File: config.mk
export PLATFORM = sky130hd
export DESIGN_NAME = wrr_arbiter
export DESIGN_NICKNAME = d
export VERILOG_FILES = /design/src/rtl/arb_pkg.sv /design/src/rtl/arb_rr_pick.sv /design/src/rtl/wrr_arbiter.sv
export SDC_FILE = /design/constraint.sdc
export NUM_CORES = 1
export LEC_CHECK = 0
export CAP_MARGIN = 0
export CORE_ASPECT_RATIO = 0.9
export CORE_MARGIN = 2
export CORE_UTILIZATION = 30
export CTS_CLUSTER_SIZE = 24
export DETAILED_ROUTE_END_ITERATION = 10
export PLACE_DENSITY = 0.66
export SETUP_SLACK_MARGIN = 0.2
export SLEW_MARGIN = 20
export SYNTH_ARGS = -nofsm -noshare
export SYNTH_HDL_FRONTEND = slang
export SYNTH_HIERARCHICAL = 1
export SYNTH_SLANG_ARGS = --single-unit
File: constraint.sdc
create_clock -name clk -period 8.3 [get_ports clk]
set_input_delay 0.83 -clock clk [delete_from_list [all_inputs] [get_ports clk]]
set_output_delay 0.83 -clock clk [all_outputs]
set_load 0.03 [all_outputs]
File: src/rtl/arb_pkg.sv
// Shared arbiter types, defaults and helpers.
// Used by wrr_arbiter (optional ARB_LOCK_EN) and arb_rr_pick.
package arb_pkg;

  localparam int ARB_N        = 8;
  localparam int ARB_WEIGHT_W = 4;

  typedef enum logic {
    ARB_IDLE,
    ARB_BUSY
  } arb_state_t;

  function automatic int onehot2idx(
    input logic [31:0] oh
  );
    int idx;
    idx = 0;
    for (int i = 0; i < 32; i++) begin
      if (oh[i]) idx = idx | i;
    end
    return idx;
  endfunction

endpackage

File: src/rtl/arb_rr_pick.sv
// Combinational masked round-robin picker.
// First set req bit at or above ptr, wrapping modulo N.
module arb_rr_pick
  import arb_pkg::*;
#(
  parameter int N = ARB_N
) (
  input  logic [N-1:0] req,
  input  logic [N-1:0] ptr,
  output logic [N-1:0] win
);

  logic [2*N-1:0] dreq;
  logic [2*N-1:0] dsel;

  always_comb begin
    dreq = {req, req};
    // subtracting ptr clears the first set bit at or above ptr
    dsel = dreq & ~(dreq - {{N{1'b0}}, ptr});
    win  = dsel[N-1:0] | dsel[2*N-1:N];
  end

endmodule

File: src/rtl/wrr_arbiter.sv
// Weighted round-robin arbiter with burst-holding grants.
// Define ARB_LOCK_EN to add the lock port.
module wrr_arbiter
  import arb_pkg::*;
#(
  parameter int N        = ARB_N,
  parameter int WEIGHT_W = ARB_WEIGHT_W,
  localparam int IW      = $clog2(N)
) (
  input  logic                  clk,
  input  logic                  rst_n,
  input  logic [N-1:0]          req,
  input  logic [N*WEIGHT_W-1:0] weight,
`ifdef ARB_LOCK_EN
  input  logic                  lock,
`endif
  output logic [N-1:0]          grant,
  output logic [IW-1:0]         grant_idx,
  output logic                  grant_vld
);

  arb_state_t          state;
  logic [N-1:0]        ptr;
  logic [WEIGHT_W-1:0] credit;

  logic [N-1:0]        win;
  logic [31:0]         win32;
  logic [IW-1:0]       win_idx;
  logic [WEIGHT_W-1:0] wsel;
  logic [WEIGHT_W-1:0] wload;
  logic                more;
  logic                hold;

  arb_rr_pick #(.N(N)) u_pick (
    .req (req),
    .ptr (ptr),
    .win (win)
  );

  always_comb begin
    win32        = '0;
    win32[N-1:0] = win;
    win_idx      = IW'(onehot2idx(win32));
    wsel         = '0;
    for (int i = 0; i < N; i++) begin
      if (win[i]) wsel = wsel | weight[i*WEIGHT_W +: WEIGHT_W];
    end
    wload = (wsel == '0) ? WEIGHT_W'(1) : wsel;
    more  = credit > WEIGHT_W'(1);
`ifdef ARB_LOCK_EN
    hold  = |(req & grant) && (more || lock);
`else
    hold  = |(req & grant) && more;
`endif
  end

  always_ff @(posedge clk or negedge rst_n) begin
    if (!rst_n) begin
      state     <= ARB_IDLE;
      ptr       <= N'(1);
      credit    <= '0;
      grant     <= '0;
      grant_idx <= '0;
      grant_vld <= 1'b0;
    end else begin
      unique case (state)
        ARB_IDLE: begin
          if (|req) begin
            state     <= ARB_BUSY;
            grant     <= win;
            grant_idx <= win_idx;
            grant_vld <= 1'b1;
            credit    <= wload;
            ptr       <= {win[N-2:0], win[N-1]};
          end
        end
        ARB_BUSY: begin
          if (hold) begin
            if (more) credit <= credit - WEIGHT_W'(1);
          end else if (|req) begin
            // ptr already sits past the owner, so it loses ties
            grant     <= win;
            grant_idx <= win_idx;
            grant_vld <= 1'b1;
            credit    <= wload;
            ptr       <= {win[N-2:0], win[N-1]};
          end else begin
            state     <= ARB_IDLE;
            grant     <= '0;
            grant_idx <= '0;
            grant_vld <= 1'b0;
            credit    <= '0;
          end
        end
        default: state <= ARB_IDLE;
      endcase
    end
  end

endmodule

# --- Yosys cells after proc, flatten, opt, wreduce, memory -nomap -nowiden ---
# Cells that the tools add are included.
# W data, S select, Z words.
word_totals:
  register_bits: 25
  input_bits: 42
  out_inout_bits: 12
  word_cells: 68
classes:
  addsub: 2
  magnitude_cmp: 1
  n_eq_ne: 3
  n_mux: 38
  n_bitwise: 12
  reduce_logical: 6
op_table:
  columns: ["cell", "count"]
  rows:
  - ["$mux W4", 13]
  - ["$mux W8", 5]
  - ["$pmux W8 S2", 2]
  - ["$or A4 B4 Y4", 7]
  - ["$mux W3", 7]
  - ["$and A16 B16 Y16", 1]
  - ["$not A16 Y16", 1]
  - ["$reduce_or A8 Y1", 2]
  - ["$sub A16 B8 Y16", 1]
  - ["$and A8 B8 Y8", 1]
  - ["$or A8 B8 Y8", 1]
  - ["$pmux W4 S2", 1]
  - ["$pmux W3 S2", 1]
  - ["$mux W1", 5]
  - ["$gt A4 B1 Y1 const B", 1]
  - ["$logic_not A4 Y1", 1]
  - ["$mux W2", 2]
  - ["$ne A2 B2 Y1 const B", 2]
  - ["$pmux W1 S2", 2]
  - ["$reduce_and A2 Y1", 2]
  - ["$sub A4 B1 Y4 const B", 1]
  - ["$ne A3 B3 Y1 const B", 1]
  - ["$logic_and A1 B1 Y1", 1]
  - ["$not A1 Y1", 1]

# --- Depth between registers and ports, before layout ---
# Gate-level depths: netlist of the first run.
logic_depth:
  depth_word: 24
  mapped_depth: 12
  ltp_nobuf: 11

# --- Hierarchy ---
# Netlist of the first run, hierarchy kept.
modules_own_cells:
  columns: ["mod", "n_inst", "cells_per_inst", "area_per_inst_um2", "seq_area_each_um2"]
  rows:
  - ["wrr_arbiter", 1, 105, 1281.2, 626.9]
  - ["arb_rr_pick", 1, 69, 495.5, 0.0]

# --- Least setup slack after synthesis of the first run ---
# OpenSTA, ideal clock, no wires.
synth_timing:
  path_kind: "in2reg"
  start: "in req[4]"
  end: "reg credit[0]"
  setup_ps: 126
  arrival_ps: 2923
  t_required_ps: 8174
  path_slack_ps: 5251
  stages: 10
  n_path_buf: 0
  cell_sequence: "ha_1 > a21o_1 > a21oi_1 > nand3b_1 > a21o_1 > o21ai_0 > a22oi_1 > nand4_1 > o311ai_1 > a221o_1"
synth_between:
  word_cells_on_any_way: 32
  cone_classes: "add/sub (1); eq/ne (2); mux (13); bitwise (11); reduce/logical (5)"
synth_lines:
  columns: ["item", "line_no", "source"]
  rows:
  - ["from (decl)", "wrr_arbiter.sv:12", "input logic [N-1:0] req,"]
  - ["$sub A16 B8 Y16 *", "arb_rr_pick.sv:19", "dsel = dreq & ~(dreq - {{N{1'b0}}, ptr});"]
  - ["$not A16 Y16 *", "arb_rr_pick.sv:19", null]
  - ["$and A16 B16 Y16 *", "arb_rr_pick.sv:19", null]
  - ["$or A8 B8 Y8 *", "arb_rr_pick.sv:20", "win = dsel[N-1:0] | dsel[2*N-1:N];"]
  - ["named net win[2]", "wrr_arbiter.sv:26", "logic [N-1:0] win;"]
  - ["$mux W4 *", "wrr_arbiter.sv:46", "if (win[i]) wsel = wsel | weight[i*WEIGHT_W +: WEIGHT_W];"]
  - ["$or A4 B4 Y4", "wrr_arbiter.sv:46", null]
  - ["$mux W4 *", "wrr_arbiter.sv:46", null]
  - ["[5 not listed]", null, null]
  - ["$mux W4 *", "wrr_arbiter.sv:46", null]
  - ["$or A4 B4 Y4", "wrr_arbiter.sv:46", null]
  - ["$mux W4 *", "wrr_arbiter.sv:46", null]
  - ["$logic_not A4 Y1", "wrr_arbiter.sv:48", "wload = (wsel == '0) ? WEIGHT_W'(1) : wsel;"]
  - ["$mux W4 *", "wrr_arbiter.sv:48", null]
  - ["$mux W4", "wrr_arbiter.sv:80", "end else if (|req) begin"]
  - ["$mux W4", "wrr_arbiter.sv:78", "if (hold) begin"]
  - ["$pmux W4 S2 *", "wrr_arbiter.sv:66", "unique case (state)"]
  - ["to (signal assigned)", "wrr_arbiter.sv:73", "credit <= wload;"]
  - ["to (signal assigned)", "wrr_arbiter.sv:79", "if (more) credit <= credit - WEIGHT_W'(1);"]
  - ["to (signal assigned)", "wrr_arbiter.sv:85", "credit <= wload;"]
  - ["to (decl)", "wrr_arbiter.sv:24", "logic [WEIGHT_W-1:0] credit;"]
# The timed path passes the listed nets; every way through them passes the cells marked *. The select of a mux whose other input is x is not followed.
# A chain may end at the register's enable or synchronous reset.

# --- Worst setup path after layout of the first run ---
# Same ends and word-level chain as after synthesis.

==> results of run 1 <==
## metrics by stage
step                      util [%]  worst slack [ns]  hold slack, ns
final                         42.0              4.36           0.495
after detailed placement      41.2              4.13           0.472
after floorplan                  -              5.25           0.479
after CTS                     42.0              4.42           0.500
after global routing          42.0              4.14           0.518
after global placement        41.2              4.15           0.482
## cells in the mapped netlist, types with 4 or more instances
cell type,number
o2bb2ai_1,4
ha_1,9
o21ai_0,4
inv_1,11
a22oi_1,16
mux2_2,8
nor4_1,7
nor3_1,4
a221o_1,4
dfrtp_1,24
nand2_1,6
a22o_1,10
nor2b_1,4
clkbuf_1,4
nor2_1,5
a21o_1,5
## sequential cells by signal, summed over array words and instances (netlist names)
| name | count |
|---|---|
| grant | 8 |
| ptr | 8 |
| credit | 4 |
| grant_idx | 3 |
| grant_vld | 1 |
| state | 1 |
## per-layer routing
metal / track usage, % / share of wire [%]
met5: 0 / 0
met4: 2.38 / 0.57
met1: 23.8 / 48
met3: 2.26 / 6.6
met2: 23.5 / 45
## area by class of cell
type                    instances  share of cell area (%)
clock buffers                   4                    1.88
well taps                      70                    3.66
multi-input cells             130                    44.0
inverters                      11                    1.73
repair buffers                 54                    22.5
flip-flops and latches         25                    26.2
## power by group
part	switching (mW)	internal (mW)
combinational	0.318	0.263
clock	0.0370	0.0343
sequential	0.0420	0.180
total	0.397	0.477
## critical path: cells and delay by family
| family | cells | cell delay [ns] |
|---|---|---|
| AO/OA/AOI/OAI | 7 | 2.00 |
| adder cells (fa/ha/maj) | 1 | 0.42 |
| AND/OR/NAND/NOR | 2 | 0.27 |
| buffers and inverters | 1 | 0.56 |
## worst max-delay path by stage
stage               slack, ns  cells past startpoint                     to
finish                   4.36                     11  credit[0]$_DFFE_PN0P_
global route             4.14                     11  credit[0]$_DFFE_PN0P_
detailed placement       4.13                     11  credit[0]$_DFFE_PN0P_
floorplan                5.25                     10  credit[0]$_DFFE_PN0P_
CTS                      4.42                     11  credit[0]$_DFFE_PN0P_
global placement         4.15                     11  credit[0]$_DFFE_PN0P_
## kinds of logic (layout without fill, tap and decap cells)
| family | after synthesis | in the layout | share of synthesized area [%] |
|---|---|---|---|
| AND/OR/NAND/NOR | 41 | 41 | 13.5 |
| buffers and inverters | 19 | 69 | 5.49 |
| XOR/XNOR | 3 | 3 | 1.48 |
| AO/OA/AOI/OAI | 68 | 68 | 31.7 |
| multiplexers | 8 | 8 | 5.07 |
| flip-flops | 25 | 25 | 35.3 |
| adder cells (fa/ha/maj) | 10 | 10 | 7.46 |
==> impl_results.md, run 1 <==
* Status: finished, final reports clean
* Worst R2R End: credit[0]$_DFFE_PN0P_
* Yosys warnings at 6
* Finished Cell Area at ~0.0024 sq mm
* Ant. Diodes at 0
* TritonRoute pass-1 iters at 4
* Final Hold Vio Count at 0
* Ranking of synthesized cells by area: dfrtp_1 34%, a22oi_1 6.8%, ha_1 6.3%
* Starting density of the core at between 30% and 40%
* Top cell by count, worst path: a21o_1
* Die extent in y at approximately 77 um
* CTS Sinks at 25
* Fin crit period at 3.94 ns
* Seq/Total Area, Yosys at 35.3%
* Avg Cell Area, Syn at about 10 sq um
* Critical path fanouts, max at 8
* Postcts setup bufs at 0
* MaxCap Viol Count at 0
* GP Congestion at around 0.85
* Area share of the largest cell type after synthesis at about a third
* Hold Path Cell Cnt at 1
* Worst r2r src: ptr[0]$_DFFE_PN1P_
* Max stage delay on crit path at approximately 0.77 ns
* GRT Total Usage at 15.6%
* Nets at 277
* Hold Path End: grant_vld$_DFFE_PN0P_
* Hold_buf cts at 0
* Largest net degree at the start of global routing at 26
* Post-Route WL at around 5 mm
* Syn nets at ~230
* Post-Syn Instances at 174
* Post-placement cell count at 290
* Initial antenna violation count at 0
* Vias per inst at 5.67
* Worst skew pair latency at ~0.27 ns
* Vias at 1,667
* Post-synth EDFFs at 0
* Primary FF master, synth: dfrtp_1
* Cells along the critical path: clkdlybuf4s50_1 > ha_1 > a21o_1 > a21oi_1 > nand3b_1 > a21o_1 > o21ai_0 > a22oi_1 > nand4_1 > o311ai_1 > a221o_1
* Setup Viol. Count Final at 0
* Non-filler cells, final at between 200 and 300
* Synth cell types at 48
* P per Cell Area at roughly 370 mW/mm^2
* Share of layout cells above drive strength 1 at around a tenth
* CTS root buf: clkbuf_8
* Post-DRT Antenna Nets at 0
* I/O pin cnt at 54
* Initial DRC count at between 100 and 150
* Layout Skew at between 0.007 and 0.008 ns
* Worst VDD drop at around 0.00018 V
* Slew @ Worst Pin at around 1.1 ns
* DP Wirelength at 3.81 mm
* Area taken by multi-input logic gates at about 0.0011 sq mm
* Global route total overflow at 0
* Worst setup EP type: flop
* Flop-to-flop setup slack at 5.06 ns
* Sequential cell area at around 630 sq um
* Total CTS buffers at 3
* Unrepaired setup endpoints after global routing: false
* Area delta synth->final at 34.6%
* Worst slew margin at around 28%
* Mapped cell area at about 0.0018 sq mm
* Final TNS setup at 0 ns
* Ys async rst share at 100%
* Crit share post-route at a little under half
* Total die area at 0.00655 sq mm
* #FFs+latches synth at 25
* Most common cell after layout, fill and taps aside: clkdlybuf4s50_1
* First-pass GRT wire length at approximately 8.2 mm
* # H-tree levels at 1
* Slew Limit Fails at 0
* Critical Path RT at around 8.5 ns
* Crit path launch: req[4]
* Startpoint of the worst hold path: grant_vld$_DFFE_PN0P_
* Arr. time, crit path at about 4.1 ns
* Residual DRC at 0
* Most frequent cells in the layout: 53 x clkdlybuf4s50_1, 24 x dfrtp_1, 16 x a22oi_1
* CTS resizes at 0
* Die W at 85.1 um
* CTS tree: done
* P_leak at between 0.9 and 1 nW
* Post-layout power at ~0.87 mW
* Core area at 0.00569 sq mm
* CP startpoint kind: input pin
* Kind of critical path: in2reg
* CTS Buffer Depth at 2
* Achievable clock frequency at 0.254 GHz
* Post-Place Cell Area at between 0.002 and 0.0025 sq mm
* CTS clk-pin slew, worst paths at around 0.09 ns
* PortBufs at 53
* Fillcell total at ~550
* DR WL/cell at 17.2 um
* Reg2reg path depth at 11
* Post-synth top area cell: dfrtp_1
* CP max stage cell: o21ai_0
* Vias in the first global route at 1,604
* Hold Path Class: reg2reg
* Row Count at 26
Power figures use the tool's default switching activity.
==> run 2: changes to the inputs <==
clock period = 3.75 ns   (was 8.3 ns; I/O delays follow)
==> run 2 against run 1 <==
Count of clock-buffer cells in the layout is the same. Final cell count grew 2.0%. Critical path type unchanged. Hold slack lost 0.037 ns. Largest cell class unchanged. Non-clock buffer count grew 6.
==> impl_results.md, run 2 (synthesis gave the netlist of run 1 again) <==
* Status: finished, final reports clean (unchanged)
* CTS clk-pin slew, worst paths at 0.09 ns (about the same)
* Die W at 85.1 um (unchanged)
* Area delta synth->final at 37.1% (was 34.6%)
* Achievable clock frequency at 0.301 GHz
* DR WL/cell at 17.7 um (was 17.2 um)
* Worst skew pair latency at 0.27 ns (about the same)
* Worst R2R End: credit[0]$_DFFE_PN0P_ (unchanged)
* Regs by FF count: grant x8, ptr x8, credit x4 (unchanged)
* Unrepaired setup endpoints after global routing: false (unchanged)
* Residual DRC at 0 (unchanged)
* Die extent in y at 77.0 um (unchanged)
* GP Congestion at 0.858 (was 0.847)
* Arr. time, crit path at 3.48 ns (was 4.10 ns)
* Core area at 0.00569 sq mm (unchanged)
* Global route total overflow at 0 (unchanged)
* Crit share post-route at between 80% and 90%
* Post-DRT Antenna Nets at 0 (unchanged)
* Dpl ws at 0.0555 ns (was 4.13 ns)
* Non-filler cells, final at 300 (was 294)
* Final TNS setup at 0 ns (unchanged)
* Total die area at 0.00655 sq mm (unchanged)
* Cells along the critical path: clkdlybuf4s50_1 > ha_1 > and3_1 > o21ai_0 > nand3b_1 > a21o_1 > o2bb2ai_1 > a22oi_1 > nand4_1 > o311ai_1 > a221o_1 (was clkdlybuf4s50_1 > ha_1 > a21o_1 > a21oi_1 > nand3b_1 > a21o_1 > o21ai_0 > a22oi_1 > nand4_1 > o311ai_1 > a221o_1)
* CTS Buffer Depth at 2 (unchanged)
* Max stage delay on crit path at 0.74 ns (was 0.77 ns)
* Initial DRC count at 129 (was 122)
* Hold Path Class: in2async (was reg2reg)
* Post-placement cell count at 296 (was 290)
* Most common cell after layout, fill and taps aside: clkdlybuf4s50_1 (unchanged)
* Vias at 1,699 (was 1,667)
* Vias per inst at 5.66 (was 5.67)
* CTS Sinks at 25 (unchanged)
* Starting density of the core at 31.2% (unchanged)
* I/O pin cnt at 54 (unchanged)
* GRT Total Usage at 16.3% (was 15.6%)
* DP Wirelength at 3.93 mm (was 3.81 mm)
* Crit path buffers/inverters at 1 (unchanged)
* Ant. Diodes at 0 (unchanged)
* Critical path fanouts, max at 7 (was 8)
* Share of layout cells above drive strength 1 at 11.7% (was 9.38%)
* Slew @ Worst Pin at 0.919 ns (was 1.07 ns)
* Fin crit period at ~3.3 ns
* Hold_buf cts at 0 (unchanged)
* Initial antenna violation count at 0 (unchanged)
* P per Cell Area at 808 mW/mm^2 (was 366 mW/mm^2)
* Worst slew margin at 38.7% (was 28.5%)
* Layout Skew at 0.00210 ns (was 0.00736 ns)
* TritonRoute pass-1 iters at 4 (unchanged)
* Flop-to-flop setup slack at 0.54 ns (was 5.06 ns)
* Row Count at 26 (unchanged)
* First-pass GRT wire length at 8.48 mm (was 8.22 mm)
* Worst VDD drop at 0.000346 V (was 0.000184 V)
* Setup Viol. Count Final at 0 (unchanged)
* Worst setup EP type: flop (unchanged)
* CP startpoint kind: input pin (unchanged)
* P_leak at 0.972 nW (was 0.943 nW)
* Nets at 283 (was 277)
* # H-tree levels at 1 (unchanged)
* Final setup margin at 0.430 ns (was 4.36 ns)
* PortBufs at 53 (unchanged)
* Post-layout power at 1.97 mW (was 0.874 mW)
* Critical Path RT at 3.91 ns (was 8.46 ns)
* Largest net degree at the start of global routing at 26 (unchanged)
* Worst r2r src: ptr[0]$_DFFE_PN1P_ (unchanged)
* Post-Route WL at 5.30 mm (was 5.05 mm)
* Most frequent cells in the layout: 53 x clkdlybuf4s50_1, 24 x dfrtp_1, 16 x a22oi_1 (unchanged)
* Final Hold Vio Count at 0 (unchanged)
* CTS tree: done (unchanged)
* Slew Limit Fails at 0 (unchanged)
* Worst path top cell family by delay: compound AO/OA/AOI/OAI gates (unchanged)
* MaxCap Viol Count at 0 (unchanged)
* Vias in the first global route at 1,657 (was 1,604)
* Kind of critical path: in2reg (unchanged)
* Total CTS buffers at 3 (unchanged)
* Reg2reg path depth at 11 (unchanged)
* CTS root buf: clkbuf_8 (unchanged)
* CP max stage cell: o2bb2ai_1 (was o21ai_0)
## run 2: cell types whose count changed in the layout (fill, tap and decap cells not counted), sizes merged
cell / delta
buf: +6
## run 2: routing by layer
metal	up-vias	share of wire [%]	global-route usage [%]
li1	808	-	-
met1	820	45	22.9
met2	69	46	25.4
met3	2	7.6	3.66
met4	0	0.58	3.49
met5	-	0	0
## run 2: final cells by class
| type | instances | area, sq um |
|---|---|---|
| clock buffer | 4 | 45.0 |
| timing repair buffer | 60 | 583 |
| sequential | 25 | 627 |
| inverter | 11 | 41.3 |
| multi-input combinational | 130 | 1050 |
| tap | 70 | 87.6 |
| fill | 559 | 3260 |
## run 2: how the worst max path moves through the flow
| stage | depth (start not counted) | startpoint | to | slack, ns |
|---|---|---|---|---|
| 2_1_floorplan | 11 | ptr[0]$_DFFE_PN1P_ | credit[0]$_DFFE_PN0P_ | 1.11 |
| 3_3_place_gp | 11 | req[5] | credit[0]$_DFFE_PN0P_ | 0.09 |
| 3_5_place_dp | 11 | req[5] | credit[0]$_DFFE_PN0P_ | 0.06 |
| 4_1_cts | 11 | req[5] | credit[0]$_DFFE_PN0P_ | 0.33 |
| 5_1_grt | 11 | req[5] | credit[0]$_DFFE_PN0P_ | 0.33 |
| 6_report | 11 | req[5] | credit[0]$_DFFE_PN0P_ | 0.43 |
## run 2: worst reg2reg max path, delay by kind of cell (launching register included)
family / cells / cell delay, ns
AO/OA/AOI/OAI: 6 / 1.79
adder cells (fa/ha/maj): 1 / 0.22
flip-flops: 1 / 0.55
AND/OR/NAND/NOR: 4 / 0.54
## run 2: power breakdown
part	internal (mW)	switching (mW)
Sequential	0.397	0.0926
Combinational	0.598	0.717
Clock	0.0761	0.0880
## run 2: repair_timing
item	CTS	global route
resized for setup	0	2
endpoints found under the hold margin	0	0
setup endpoints to repair	0	1
buffers inserted	0	0
## run 2: per-stage QoR
step / hold WS [ns] / utilization [%] / cell area, sq um
floorplan: 0.0794 / - / 1780
global placement: 0.478 / 42.0 / 2390
detailed placement: 0.472 / 42.0 / 2390
CTS: 0.472 / 42.8 / 2440
global route: 0.493 / 42.8 / 2440
finish: 0.458 / 42.8 / 2440
==> run 3: changes to the inputs <==
--- a/config.mk
+++ b/config.mk
@@ -6,4 +6,5 @@
 export NUM_CORES = 1
 export LEC_CHECK = 0
+export ABC_AREA = 1
 export CAP_MARGIN = 0
 export CORE_ASPECT_RATIO = 0.9
@@ -12,5 +13,5 @@
 export CTS_CLUSTER_SIZE = 24
 export DETAILED_ROUTE_END_ITERATION = 10
-export PLACE_DENSITY = 0.66
+export PLACE_DENSITY = 0.65
 export SETUP_SLACK_MARGIN = 0.2
 export SLEW_MARGIN = 20
@@ -19,2 +20,3 @@
 export SYNTH_HIERARCHICAL = 1
 export SYNTH_SLANG_ARGS = --single-unit
+export TNS_END_PERCENT = 20
==> constraint.sdc (replaced) <==
create_clock -name clk -period 3.75 [get_ports clk]
set_input_delay 0.375 -clock clk [delete_from_list [all_inputs] [get_ports clk]]
set_output_delay 0.375 -clock clk [all_outputs]
set_load 0.01 [all_outputs]
==> run 3 against run 2 <==
First-iteration DRC count up 85%. Largest power group unchanged. Sequential cell count unchanged. Combinational power down 8%. Critical path type unchanged. Register-to-register slack gained 0.85 ns. Setup slack improved by 0.50 ns. Highest routed layer unchanged. Clock power about the same.
==> impl_results.md, run 3 <==
* Largest net degree at the start of global routing at 26 (unchanged)
* Post-synth EDFFs at 0 (unchanged)
* Area taken by multi-input logic gates at 0.00123 sq mm (was 0.00105 sq mm)
* MaxCap Viol Count at 0 (unchanged)
* Row Count at 28 (was 26)
* Clock share of power at 8.9% (was 8.3%)
* Global route total overflow at 0 (unchanged)
* Total die area at 0.00740 sq mm (was 0.00655 sq mm)
* Die W at 90.5 um (was 85.1 um)
* Die extent in y at 81.8 um (was 77.0 um)
* CTS Buffer Depth at 2 (unchanged)
* Core area at 0.00655 sq mm (was 0.00569 sq mm)
* Unrepaired setup endpoints after global routing: false (unchanged)
* Vias per inst at 4.68 (was 5.66)
* Starting density of the core at 30.8% (was 31.2%)
* Final Hold Vio Count at 0 (unchanged)
* Syn nets at 369 (was 226)
* Critical Path RT at 3.97 ns (was 3.91 ns)
* I/O pin cnt at 54 (unchanged)
* Crit path buffers/inverters at 3 (was 1)
* CTS clk-pin slew, worst paths at 0.10 ns (was 0.09 ns)
* Leading cell type by number of instances after synthesis: nand2_1 (was dfrtp_1)
* Synth cell types at 30 (was 48)
* Area share of the largest cell type after synthesis at 29.7% (was 33.8%)
* CTS root buf: clkbuf_8 (unchanged)
* Critical path fanouts, max at 6 (was 7)
* Fin crit period at 2.82 ns (was 3.32 ns)
* Initial antenna violation count at 0 (unchanged)
* Most common cell after layout, fill and taps aside: nand2_1 (was clkdlybuf4s50_1)
* Area delta synth->final at 32.7% (was 37.1%)
* Worst skew pair latency at 0.27 ns (about the same)
* Post-Route WL at 5.80 mm (was 5.30 mm)
* Post-DRT Antenna Nets at 0 (unchanged)
* GRT Total Usage at 16.2% (was 16.3%)
* Hold_buf cts at 0 (unchanged)
* DP Wirelength at 4.58 mm (was 3.93 mm)
* Ranking of synthesized cells by area: dfrtp_1 30%, nand2_1 28%, inv_1 5.8% (was dfrtp_1 34%, a22oi_1 6.8%, ha_1 6.3%)
* Post-Syn Instances at 317 (was 174)
* Regs by FF count: grant x8, ptr x8, credit x4 (unchanged)
* CTS tree: done (unchanged)
* Dpl ws at 0.654 ns (was 0.0555 ns)
* First-pass GRT wire length at 9.58 mm (was 8.48 mm)
* Flop-to-flop setup slack at 1.39 ns (was 0.54 ns)
* Top cell by count, worst path: nand2_1
* Fin Hold WS at 0.462 ns (was 0.458 ns)
* CP max stage cell: clkdlybuf4s50_1 (was o2bb2ai_1)
* Postcts setup bufs at 0 (unchanged)
* Slew Limit Fails at 0 (unchanged)
* Layout Skew at 0.00707 ns (was 0.00210 ns)
* TritonRoute pass-1 iters at 5 (was 4)
* CP startpoint kind: input pin (unchanged)
* Synth top cells by count: 148 x nand2_1, 31 x inv_1, 27 x nor2_1, 24 x dfrtp_1, 20 x nand3_1 (was 24 x dfrtp_1, 16 x a22oi_1, 11 x inv_1, 10 x a22o_1, 9 x ha_1)
* Fillcell total at 691 (was 559)
* P_int at 0.940 mW (was 1.07 mW)
* Final TNS setup at 0 ns (unchanged)
* Worst setup EP type: flop (unchanged)
* Combinational share of power at 65.0% (was 66.8%)
* Initial DRC count at 239 (was 129)
* P per Cell Area at 694 mW/mm^2 (was 808 mW/mm^2)
* Worst slew margin at 60.4% (was 38.7%)
* Slew @ Worst Pin at 0.594 ns (was 0.919 ns)
* Total CTS buffers at 3 (unchanged)
* Sequential cell area at 627 sq um (unchanged)
* Worst VDD drop at 0.000267 V (was 0.000346 V)
* Nets at 424 (was 283)
* CTS Sinks at 25 (unchanged)
* PortBufs at 53 (unchanged)
* Seq/Total Area, Yosys at 31.0% (was 35.3%)
* Kind of critical path: in2reg (unchanged)
* Residual DRC at 0 (unchanged)
* Yosys warnings at 6 (unchanged)
* #FFs+latches synth at 25 (unchanged)
* Crit share post-route at 75.2% (was 88.5%)
* CTS resizes at 0 (unchanged)
* Hold Path Class: in2async (unchanged)
* DR WL/cell at 12.6 um (was 17.7 um)
* Max stage delay on crit path at 0.60 ns (was 0.74 ns)
* Vias at 2,157 (was 1,699)
* Mapped cell area at 0.00202 sq mm (was 0.00178 sq mm)
* Sequential power share at 26.0% (was 24.9%)
* Final setup margin at 0.931 ns (was 0.430 ns)
* Avg Cell Area, Syn at 6.37 sq um (was 10.2 sq um)
* Ys async rst share at 100% (unchanged)
* GP Congestion at 0.882 (was 0.858)
* # H-tree levels at 1 (unchanged)
* Post-layout power at 1.86 mW (was 1.97 mW)
* Most frequent cells in the layout: 148 x nand2_1, 53 x clkdlybuf4s50_1, 31 x inv_1 (was 53 x clkdlybuf4s50_1, 24 x dfrtp_1, 16 x a22oi_1)
* Final core utilization at 40.9% (was 42.8%)
* Cells along the critical path: clkdlybuf4s50_1 > inv_1 > nand2_4 > inv_1 > fa_1 > o21ai_1 > nand3_1 > nand2_1 > nand2_1 > nand3_1 > nand2_1 > nand2_1 > nand2_1 > nor2_1 > nand2_1 > nor2_1 > nand2_1 > nand2_1 > nand2_1 > nand2_1 (was clkdlybuf4s50_1 > ha_1 > and3_1 > o21ai_0 > nand3b_1 > a21o_1 > o2bb2ai_1 > a22oi_1 > nand4_1 > o311ai_1 > a221o_1)
* Setup Viol. Count Final at 0 (unchanged)
* Primary FF master, synth: dfrtp_1 (unchanged)
* Post-synth top area cell: dfrtp_1 (unchanged)
* Arr. time, crit path at 3.04 ns (was 3.48 ns)
* Status: finished, final reports clean (unchanged)
* Vias in the first global route at 1,997 (was 1,657)
* Share of layout cells above drive strength 1 at 7.28% (was 11.7%)
* P_leak at 1.37 nW (was 0.972 nW)
* Net Switching at 0.919 mW (was 0.897 mW)
* Ant. Diodes at 0 (unchanged)
* Switching Share at 49.4% (was 45.6%)
* Achievable clock frequency at 0.355 GHz (was 0.301 GHz)
* Worst path top cell family by delay: simple AND/OR/NAND/NOR gates (was compound AO/OA/AOI/OAI gates)
[run 3: cell types whose count changed after synthesis, moves of 10 or more]
cell	previous run	this run
inv_1	11	31
nor2_1	5	27
nand3_1	2	20
nand2_2	0	14
nand2_1	6	148
a22oi_1	16	0
a22o_1	10	0
[run 3: kinds of logic (layout without fill, tap and decap cells)]
group                    Yosys count  after routing  synth area share [%]
AO/OA/AOI/OAI                     14             14                  4.71
flip-flops                        25             25                  31.0
XOR/XNOR                           5              5                  2.17
buffers and inverters             36             90                  7.87
AND/OR/NAND/NOR                  227            227                  47.6
adder cells (fa/ha/maj)           10             10                  6.57
[run 3: per-layer routing]
metal	track usage (%)	wire length [um]	up-vias
met3	2.39	555	7
li1	-	-	1092
met5	0	0	-
met1	21.9	2610	952
met4	4.31	87	0
met2	27.4	2550	106
[run 3: path summary, 6_finish.rpt]
| path | start | to | depth (start not counted) |
|---|---|---|---|
| worst max-delay path | req[0] | credit[0]$_DFFE_PN0P_ | 20 |
| max in group asynchronous | rst_n | ptr[0]$_DFFE_PN1P_ | 2 |
| worst min-delay path | rst_n | ptr[4]$_DFFE_PN0P_ | 2 |
| worst max register to register | ptr[0]$_DFFE_PN1P_ | credit[0]$_DFFE_PN0P_ | 18 |
| min in group clk | grant_vld$_DFFE_PN0P_ | grant_vld$_DFFE_PN0P_ | 2 |
| worst min register to register | grant_vld$_DFFE_PN0P_ | grant_vld$_DFFE_PN0P_ | 2 |
[run 3: final cells by class]
type | instances | area share, %
clock buffer | 3 | 1.54
clock inverter | 1 | 0.280
inverter | 32 | 4.48
multi-input combinational | 256 | 46.0
sequential | 25 | 23.4
tap | 90 | 4.20
timing repair buffer | 54 | 20.1
[run 3: power groups by stage]
stage          registers [mW]  clock network [mW]  logic (mW)
6_report                0.484               0.166        1.21
4_1_cts                 0.485               0.171        1.22
3_3_place_gp            0.485                   0        1.19
2_1_floorplan           0.495                   0       0.853
3_5_place_dp            0.488                   0        1.22
5_1_grt                 0.501               0.185        1.37
[run 3: metrics by stage]
stage	instance area (sq um)	std cells
3_5_place_dp	2630	457
5_1_grt	2680	461
6_report	2680	461
4_1_cts	2680	461
3_3_place_gp	2630	457
2_1_floorplan	2020	317
[run 3: worst reg2reg max path, stage by stage, from the launching register on]
cell,delay (ns)
dfstp_2,0.41
nand2_4,0.08
inv_1,0.05
fa_1,0.43
o21ai_1,0.16
nand3_1,0.10
nand2_1,0.09
nand2_1,0.07
nand3_1,0.07
nand2_1,0.17
nand2_1,0.13
nand2_1,0.06
nor2_1,0.09
nand2_1,0.08
nor2_1,0.11
nand2_1,0.05
nand2_1,0.05
nand2_1,0.04
nand2_1,0.07
